<file path="config.mk">
export PLATFORM = sky130hd
export DESIGN_NAME = i2c_arbiter
export DESIGN_NICKNAME = d
export VERILOG_FILES = /design/src/rtl/i2c_arbiter.sv
export SDC_FILE = /design/constraint.sdc
export NUM_CORES = 1
export LEC_CHECK = 0
export BUFFER_PORTS_ARGS = -buffer_cell sky130_fd_sc_hd__buf_2
export CORE_ASPECT_RATIO = 2
export CORE_MARGIN = 4
export CORE_UTILIZATION = 49
export DETAILED_ROUTE_END_ITERATION = 12
export PLACE_DENSITY = 0.86
export SLEW_MARGIN = 10
export SYNTH_ARGS = -nofsm -noshare
export SYNTH_HDL_FRONTEND = slang
export SYNTH_SLANG_ARGS = --single-unit
</file>
<file path="constraint.sdc">
create_clock -name clk_i -period 2.4 [get_ports clk_i]
set_input_delay 0.36 -clock clk_i [delete_from_list [all_inputs] [get_ports clk_i]]
set_output_delay 0.36 -clock clk_i [all_outputs]
set_load 0.02 [all_outputs]
</file>
<file path="src/rtl/i2c_arbiter.sv">
// Two-requester round-robin front end for a single-transfer I2C controller.
// Grants one request at a time, launches it, and returns the result or a timeout.
module i2c_arbiter #(
    parameter int unsigned TIMEOUT_CYCLES = 65535
) (
    input  logic       clk_i,
    input  logic       rst_ni,
    input  logic [1:0] req_i,
    input  logic [1:0] rnw_i,
    input  logic [6:0] addr0_i,
    input  logic [6:0] addr1_i,
    input  logic [7:0] wdata0_i,
    input  logic [7:0] wdata1_i,
    output logic [1:0] gnt_o,
    output logic [1:0] rsp_valid_o,
    output logic [7:0] rsp_rdata_o,
    output logic [1:0] rsp_err_o,
    output logic       start_o,
    output logic       read_enable_o,
    output logic [6:0] dev_addr_o,
    output logic [7:0] data_o,
    input  logic       done_i,
    input  logic       busy_i,
    input  logic       ack_error_i,
    input  logic [7:0] rdata_i
);

    localparam logic [15:0] CntLast = 16'(TIMEOUT_CYCLES - 1);

    typedef enum logic [2:0] {
        StIdle,
        StLaunch,
        StWaitDone,
        StResp,
        StDrain
    } state_e;

    state_e      state_q, state_d;
    logic        lp_q;
    logic        win_q;
    logic        win_d;
    logic        timeout_q;
    logic [15:0] cnt_q;
    logic        grant;
    logic        cnt_hit;

    // Both asserting: the requester that did not win last time goes first.
    assign win_d   = (req_i == 2'b11) ? ~lp_q : req_i[1];
    assign cnt_hit = (cnt_q == CntLast);

    always_ff @(posedge clk_i) begin
        if (!rst_ni) begin
            state_q <= StIdle;
        end else begin
            state_q <= state_d;
        end
    end

    always_comb begin
        state_d     = state_q;
        grant       = 1'b0;
        gnt_o       = 2'b00;
        start_o     = 1'b0;
        rsp_valid_o = 2'b00;
        unique case (state_q)
            StIdle: begin
                if (!busy_i && (req_i != 2'b00)) begin
                    grant   = 1'b1;
                    state_d = StLaunch;
                end
            end
            StLaunch: begin
                start_o = 1'b1;
                state_d = StWaitDone;
            end
            StWaitDone: begin
                if (done_i || cnt_hit) begin
                    state_d = StResp;
                end
            end
            StResp: begin
                rsp_valid_o = win_q ? 2'b10 : 2'b01;
                state_d     = timeout_q ? StDrain : StIdle;
            end
            StDrain: begin
                if (!busy_i) begin
                    state_d = StIdle;
                end
            end
            default: state_d = StIdle;
        endcase
        if (grant) begin
            gnt_o = win_d ? 2'b10 : 2'b01;
        end
        // Pulses stay quiet for the whole reset cycle, whatever the old state was.
        if (!rst_ni) begin
            grant       = 1'b0;
            gnt_o       = 2'b00;
            start_o     = 1'b0;
            rsp_valid_o = 2'b00;
        end
    end

    always_ff @(posedge clk_i) begin
        if (!rst_ni) begin
            lp_q          <= 1'b1;
            win_q         <= 1'b0;
            timeout_q     <= 1'b0;
            cnt_q         <= 16'd0;
            read_enable_o <= 1'b0;
            dev_addr_o    <= 7'd0;
            data_o        <= 8'd0;
            rsp_rdata_o   <= 8'd0;
            rsp_err_o     <= 2'b00;
        end else begin
            if (grant) begin
                lp_q          <= win_d;
                win_q         <= win_d;
                read_enable_o <= rnw_i[win_d];
                dev_addr_o    <= win_d ? addr1_i : addr0_i;
                data_o        <= win_d ? wdata1_i : wdata0_i;
            end
            if (state_q == StLaunch) begin
                cnt_q     <= 16'd0;
                timeout_q <= 1'b0;
            end
            if (state_q == StWaitDone) begin
                cnt_q <= cnt_q + 16'd1;
                // A done on the final count wins over the timeout.
                if (done_i) begin
                    rsp_rdata_o <= read_enable_o ? rdata_i : 8'h00;
                    rsp_err_o   <= {1'b0, ack_error_i};
                end else if (cnt_hit) begin
                    timeout_q   <= 1'b1;
                    rsp_rdata_o <= 8'h00;
                    rsp_err_o   <= 2'b10;
                end
            end
        end
    end

endmodule

</file>
**Word level (Yosys, flattened, before mapping)**

Cells that the tools add are included.

- Register bits after elaboration: 48
- Input port bits: 47
- Output and inout port bits: 31

- Add/sub/neg operators: 1
- Magnitude comparators: 1
- Equality and inequality tests: 9
- Muxes and demuxes: 32
- Bitwise operators: 1
- Reduce and logical (&&, ||, !) cells: 9

Operators by type and width:

| cell | number |
|---|---|
| 16-bit two-way mux | 2 |
| 8-bit two-way mux | 4 |
| 16-bit by 1-bit adder with 16-bit output, second input constant | 1 |
| 16-bit equality test, second input constant | 1 |
| 2-bit two-way mux | 8 |
| 3-bit case mux with 5 select lines | 1 |
| 1-bit two-way mux | 12 |
| 3-bit two-way mux | 4 |
| 7-bit two-way mux | 1 |
| 3-bit by 2-bit equality test with 1-bit output, second input constant | 2 |
| 2-bit != test, second input constant | 3 |
| 2-bit nonzero test | 3 |
| 3-bit by 1-bit equality test with 1-bit output, second input constant | 1 |
| 3-bit equality test, second input constant | 1 |
| 3-bit zero test | 1 |
| 3-bit AND reduction | 1 |
| 2-bit equality test, second input constant | 1 |
| 1-bit by 2-bit < comparator with 1-bit output, second input constant | 1 |
| 2-bit AND reduction | 1 |
| 1-bit logical AND | 1 |
| 1-bit zero test | 1 |
| 1-bit logical OR | 1 |
| 1-bit NOT | 1 |

**Depth between registers and ports, before layout**

Gate-level depths: netlist of run 1.

- Word-level depth: 6
- Mapped depth: 6
- Gate-level depth less buffers: 6

**Least setup slack after synthesis of run 1**

OpenSTA, ideal clock, no wires.

- Kind: input-to-output
- Start point: in busy_i
- End point: out gnt_o[0]
- Arrival time: 1.646 ns
- Path slack: 0.394 ns
- Stages on the path: 5
- Path buffers: 1
- Cell sequence: o21bai_1 -> nor4_2 -> clkbuf_1 -> nand2_1 -> nor2_1

- Word-level cells in the longest chain between the ends: 6

Ends and longest elaborated chain:

| item | line | text |
|---|---|---|
| start, declared | 23 | `input logic busy_i,` |
| 1-bit zero test | n/a |  |
| 1-bit logical AND | 67 | `if (!busy_i && (req_i != 2'b00)) begin` |
| 1-bit two-way mux | 67 |  |
| 1-bit two-way mux | 65 | `unique case (state_q)` |
| 2-bit two-way mux | 92 | `if (grant) begin` |
| 2-bit two-way mux | 96 | `if (!rst_ni) begin` |
| end, declared | 14 | `output logic [1:0] gnt_o,` |

No other way between the ends.

**Final worst setup path of run 1**

- Start point: reg state_q[0]
- End point: out start_o

- Word-level cells in the longest chain between the ends: 3

Ends and longest elaborated chain:

| item | line | text |
|---|---|---|
| start, declared | 38 | `state_e state_q, state_d;` |
| start signal, assigned | 53 | `state_q <= StIdle;` |
| start signal, assigned | 55 | `state_q <= state_d;` |
| 3-bit by 1-bit equality test with 1-bit output | 65 |  |
| 1-bit two-way mux | 65 |  |
| 1-bit two-way mux | 96 |  |
| end, declared | 18 | `output logic start_o,` |

No other way between the ends.

==> impl_metrics.py, run 1 <==
metrics = {
    "outcome": {
        "status": "completed",
    },
    "clocking": {
        "clock_latency_ns": 0.30,
        "cts-hold-fix-buffers": 0,
        "htree_levels": 2,
        "cts_buffers": 5,
        "ctsResizeCount": 0,
        "cts_tree": "done",
        "postCtsSetupBuffers": 0,
        "clock-sinks": 48,
        "cts.clk_slew.worst_paths_ns": 0.09,
        "clk_path_buf_depth": 2,
        "clockRootBuffer": "clkbuf_8",
    },
    "yosys": {
        "yosysSeqAreaShare_pct": 43.8,
        "syn_area_per_cell_sq_um": 8.88,
        "synth.cell_area_sq_mm": 0.00219,
        "ys.flop_type": "dfxtp_1",
        "synth_edf_count": 0,
        "synth_nets": 296,
        "synth-async-reset-ratio_pct": 0,
        "synth-seq-cells": 48,
        "synth.top_cells.by_count": "48 x dfxtp_1, 27 x nor2_1, 26 x nand2_1",
        "yosys.area.top_type": "dfxtp_1",
        "yosysWarnings": 0,
        "syn_inst": 247,
        "synth.distinct_cells": 46,
        "synth_top_area_share_pct": 43.8,
        "ys_top_cells_by_area": "dfxtp_1 44%, mux2i_1 7.8%, a211oi_1 5.8%, nor2_1 4.6%, nand2_1 4.4%",
        "synthMostInstantiatedCell": "dfxtp_1",
    },
    "layout": {
        "layout-drive-gt1-share_pct": 30.2,
        "filler_cell_count": 392,
        "seq_area_sq_um": 961,
        "area_delta_synth_final_pct": 26.4,
        "multi_input_area_sq_mm": 0.00116,
        "antennaDiodeCount": 0,
        "fin_nets": 372,
    },
    "sta": {
        "skew_ns": 0.00693,
        "finalHoldViolCount": 0,
        "tightest_slew_ns": 0.639,
        "finalSetupViolations": 0,
        "finalWorstSetupSlack_ns": 0.256,
        "rsz0062_at_grt": "false",
        "fin_crit_sh_pct": 89.3,
        "fin_setup_tns_ns": 0,
        "min_period_ns": 2.14,
        "slew_viol_final": 0,
        "fmax_ghz": 0.466,
        "relSlewSlack_pct": 57.0,
    },
    "detailed_routing": {
        "ant_nets": 0,
        "firstDrtPassIters": 4,
        "routedWlPerCell_um": 14.8,
        "via_per_inst": 5.63,
        "vias": 2130,
        "drc": 0,
        "drtIter0Drc": 39,
        "totalWireLength_um": 5590,
    },
    "placement": {
        "portBuffers": 77,
        "dpl_worst_slack_ns": 0.414,
        "dpl.hpwl_um": 4140,
        "gp_congestion": 0.855,
    },
    "global_routing": {
        "antenna_found_initial": 0,
        "use_met2_pct": 40.4,
        "grt_max_degree": 36,
        "busiest_layer": "met2",
        "grt_use_total_pct": 19.6,
        "grt_util_met3_pct": 4.01,
        "use_met1_pct": 17.4,
        "grt.overflow.total": 0,
        "grt_pass1_vias": 2149,
        "grt_pass1_wl_um": 9000,
    },
    "floorplanning": {
        "die_width_um": 55.3,
        "core-area_sq_mm": 0.00434,
        "die-area_sq_mm": 0.00568,
        "start_util_pct": 50.5,
        "pin_count": 78,
        "rows": 34,
        "fp.dieH_um": 103,
    },
    "critical_path": {
        "cp_top_family": "simple AND/OR/NAND/NOR gates",
        "r2r-end": "cnt_q[10]",
        "startpoint": "state_q[0]",
        "arrival_ns": 1.78,
        "crit_path_end_kind": "output pin",
        "crit_required_ns": 2.04,
        "reg2reg_from": "state_q[1]",
        "crit_slowest_cell": "or3b_2",
        "r2r_cells": 4,
        "path_max_fanout": 15,
        "cp_cell_sequence": "or3b_2 -> nor2_1 -> buf_2",
        "cp-start-kind": "register",
        "crit_buf_inv": 1,
        "cp_slowest_stage_delay_ns": 0.66,
        "rrSetupSlack_ns": 0.36,
        "setup.worst_path.class": "reg2out",
    },
    "worst_hold_path": {
        "hold_depth": 2,
        "hp-start": "rdata_i[7]",
        "min_to": "rsp_rdata_o[7]",
        "hold_path.class": "in2reg",
    },
    "power": {
        "p_leak_nw": 1.16,
        "ir_drop_v": 0.000653,
        "p_per_area_mw_per_mm2": 641,
    },
    "job": {
        "maxCapViolCount": 0,
    },
}
==> state kept, by name, indices dropped and copies added (netlist names) <==
| signal | flops |
|---|---|
| cnt_q | 16 |
| data_o | 8 |
| rsp_rdata_o | 8 |
| dev_addr_o | 7 |
| state_q | 3 |
| rsp_err_o | 2 |
| lp_q | 1 |
| read_enable_o | 1 |
| timeout_q | 1 |
| win_q | 1 |
==> per-stage QoR <==
stage	utilization (%)	instances	total power [mW]	cell area (sq um)	hold WS (ns)
finish	63.9	378	1.78	2770	0.252
detailed placement	61.0	370	1.16	2650	0.441
global route	63.9	378	1.84	2770	0.257
floorplan	-	247	1.05	2190	0.443
global placement	61.0	370	1.15	2650	0.438
CTS	63.9	378	1.79	2770	0.255
==> layout make-up <==
| cell class | count | share of cell area [%] |
|---|---|---|
| tap | 54 | 2.44 |
| sequential | 48 | 34.7 |
| timing repair buffer | 84 | 15.8 |
| multi-input combinational | 178 | 41.7 |
| inverter | 6 | 0.813 |
| clock buffer | 7 | 3.48 |
| clock inverter | 1 | 1.08 |
==> power by group <==
| group | leakage, nW | switching [mW] | internal (mW) |
|---|---|---|---|
| registers | 0.391 | 0.0248 | 0.833 |
| logic | 0.709 | 0.171 | 0.114 |
| clock network | 0.0645 | 0.266 | 0.368 |
==> how the worst max path moves through the flow <==
stage,endpoint,cells past startpoint
floorplan,gnt_o[0],5
global placement,cnt_q[10],4
detailed placement,cnt_q[13],4
CTS,start_o,3
global route,start_o,3
finish,start_o,3
==> logic make-up after synthesis <==
family          Yosys count  synth area share, %
compound gates           64                 21.6
fa+ha+maj                 2                 1.14
mux                      18                 8.27
buf+inv                  21                 4.05
simple gates             94                 21.1
flops                    48                 43.8
==> routing by layer <==
metal / wire length, um / up-vias
met5: 0 / -
met4: 127 / 0
met3: 302 / 13
met2: 3210 / 75
met1: 1950 / 976
li1: - / 1066
==> placed cells by master (no fill, tap or decap), types with 2 or more instances in the layout <==
master / netlist / routed
clkbuf_8: 0 / 7
and3_1: 5 / 5
o2bb2ai_1: 8 / 8
o21a_1: 3 / 3
o311ai_0: 3 / 3
or4_1: 4 / 4
buf_2: 2 / 77
or3_1: 3 / 3
nor4_1: 3 / 3
mux2i_1: 17 / 17
nor3b_1: 2 / 2
nand3_1: 12 / 12
inv_1: 5 / 5
a21oi_1: 12 / 12
o211ai_1: 3 / 3
buf_4: 0 / 7
o21ai_0: 3 / 3
nand2_1: 26 / 26
ha_1: 2 / 2
nor2_1: 27 / 27
a211oi_1: 17 / 17
dfxtp_1: 48 / 48
o211a_1: 2 / 2
nand2b_1: 3 / 3
nor3_1: 3 / 3
No activity file was read; power rests on OpenSTA's default activity.
==> run 2, diff against run 1 <==
--- a/config.mk
+++ b/config.mk
@@ -10,7 +10,7 @@
 export CORE_MARGIN = 4
 export CORE_UTILIZATION = 49
 export DETAILED_ROUTE_END_ITERATION = 12
-export PLACE_DENSITY = 0.86
+export PLACE_DENSITY = 0.76
 export SLEW_MARGIN = 10
 export SYNTH_ARGS = -nofsm -noshare
 export SYNTH_HDL_FRONTEND = slang
==> constraint.sdc (replaced) <==
create_clock -name clk_i -period 2.36 [get_ports clk_i]
set_input_delay 0.354 -clock clk_i [delete_from_list [all_inputs] [get_ports clk_i]]
set_output_delay 0.354 -clock clk_i [all_outputs]
set_load 0.02 [all_outputs]
==> run 2 against run 1 <==
Compared with the run above:
- register-to-register slack worse by 0.03 ns
- clock skew up 0.0020 ns
- clock power down 8.4%
- sequential cell count unchanged
- utilization down 0.087 points
- setup slack better by 0.041 ns
- critical path depth unchanged
- total power down 2.0%
- worst hold slack better by 0.00093 ns
- combinational power up 1%
- critical endpoint unchanged
- largest power group unchanged
- highest routed layer unchanged
==> impl_metrics.py, run 2 (synthesis results as in run 1) <==
metrics = {
    "sta": {
        "skew_ns": 0.00892,
        "hold_ws_ns": 0.253,
        "fin_crit_sh_pct": 87.4,
        "slew_viol_final": 0,
        "finalSetupViolations": 0,
        "relSlewSlack_pct": 58.2,
        "finalHoldViolCount": 0,
        "tightest_slew_ns": 0.621,
        "rsz0062_at_grt": "false",
        "fin_setup_tns_ns": 0,
        "min_period_ns": 2.06,
        "fmax_ghz": 0.485,
    },
    "detailed_routing": {
        "drtIter0Drc": 36,
        "vias": 2107,
        "drc": 0,
        "firstDrtPassIters": 4,
        "ant_nets": 0,
        "routedWlPerCell_um": 13.7,
        "totalWireLength_um": 5220,
        "via_per_inst": 5.54,
    },
    "critical_path": {
        "crit_buf_inv": 1,
        "cp-start-kind": "register",
        "cp_slowest_stage_delay_ns": 0.65,
        "reg2reg_from": "state_q[1]",
        "crit_required_ns": 2.01,
        "arrival_ns": 1.71,
        "crit_slowest_cell": "or3b_2",
        "startpoint": "state_q[0]",
        "path_max_fanout": 15,
        "cp_cell_sequence": "or3b_2 -> nor2_1 -> buf_2",
        "cp_top_family": "simple AND/OR/NAND/NOR gates",
        "crit_path_end_kind": "output pin",
        "setup.worst_path.class": "reg2out",
    },
    "layout": {
        "stdcell_area_sq_mm": 0.00277,
        "finalNonFillerCells": 380,
        "largest-register": "cnt_q",
        "layout_commonest_cell": "buf_2",
        "antennaDiodeCount": 0,
        "layout-drive-gt1-share_pct": 30.4,
        "largest_reg_flops": 16,
        "final_cell_mix": "77 x buf_2, 48 x dfxtp_1, 27 x nor2_1",
        "fin_nets": 374,
        "largest_registers": "cnt_q x16, data_o x8, rsp_rdata_o x8",
        "area_delta_synth_final_pct": 26.2,
    },
    "placement": {
        "gp_congestion": 0.783,
        "place_area_sq_mm": 0.00266,
        "dpl.hpwl_um": 3990,
        "dp.cells": 372,
        "portBuffers": 77,
    },
    "floorplanning": {
        "rows": 34,
        "die-area_sq_mm": 0.00568,
        "pin_count": 78,
        "die_width_um": 55.3,
        "core-area_sq_mm": 0.00434,
        "fp.dieH_um": 103,
        "start_util_pct": 50.5,
    },
    "global_routing": {
        "grt_pass1_vias": 2011,
        "grt_pass1_wl_um": 8800,
        "grt.overflow.total": 0,
        "antenna_found_initial": 0,
        "grt_max_degree": 28,
        "grt_use_total_pct": 19.0,
    },
    "clocking": {
        "cts.clk_slew.worst_paths_ns": 0.09,
        "ctsResizeCount": 0,
        "postCtsSetupBuffers": 0,
        "clockRootBuffer": "clkbuf_8",
        "htree_levels": 2,
        "cts_tree": "done",
        "cts-hold-fix-buffers": 0,
        "clk_path_buf_depth": 2,
        "clock-sinks": 48,
        "clock_latency_ns": 0.30,
        "cts_buffers": 5,
    },
    "job": {
        "maxCapViolCount": 0,
    },
    "power": {
        "p_per_area_mw_per_mm2": 629,
        "p_leak_nw": 1.17,
        "ir_drop_v": 0.000567,
        "total_power_mw": 1.74,
    },
    "worst_hold_path": {
        "hold_path.class": "in2reg",
        "hp-start": "rdata_i[5]",
    },
    "outcome": {
        "status": "completed",
    },
}
[run 2: changes by cell type in the layout (fill, tap and decap cells not counted)]
cell      before  now
clkbuf_1       0    1
clkinv_2       0    1
buf_4          7    9
clkbuf_8       7    5
[run 2: worst paths after layout]
check / cells past startpoint / slack (ns) / endpoint
setup / recovery: 3 / 0.30 / start_o
hold / removal: 2 / 0.25 / rsp_rdata_o[5]
setup reg to reg: 4 / 0.33 / cnt_q[10]
hold reg to reg: 2 / 0.46 / rsp_rdata_o[0]
[run 2: final cells by class]
cell class                      instances  area (sq um)
Sequential cell                        48           961
Tap cell                               54          67.6
Inverter                                6          22.5
Clock buffer                            6          72.6
Timing Repair Buffer                   86           453
Multi-Input combinational cell        178          1160
Fill cell                             418          1570
Clock inverter                          2          35.0
[run 2: layer usage]
metal,up-vias,part of all wire (%),global-route usage [%]
li1,1070,-,-
met1,968,39,19.5
met2,63,54,36.3
met3,6,6.2,5.14
met4,0,1.4,7.30
met5,-,0,0
[run 2: power by group]
part | switching (mW) | internal [mW]
combinational | 0.170 | 0.119
clock | 0.265 | 0.315
sequential | 0.0243 | 0.847
[run 2: metrics by stage]
stage | util, % | worst slack, ns
4_1_cts | 63.8 | 0.287
6_report | 63.8 | 0.297
3_3_place_gp | 61.3 | 0.422
5_1_grt | 63.8 | 0.137
3_5_place_dp | 61.3 | 0.349
2_1_floorplan | - | 0.366
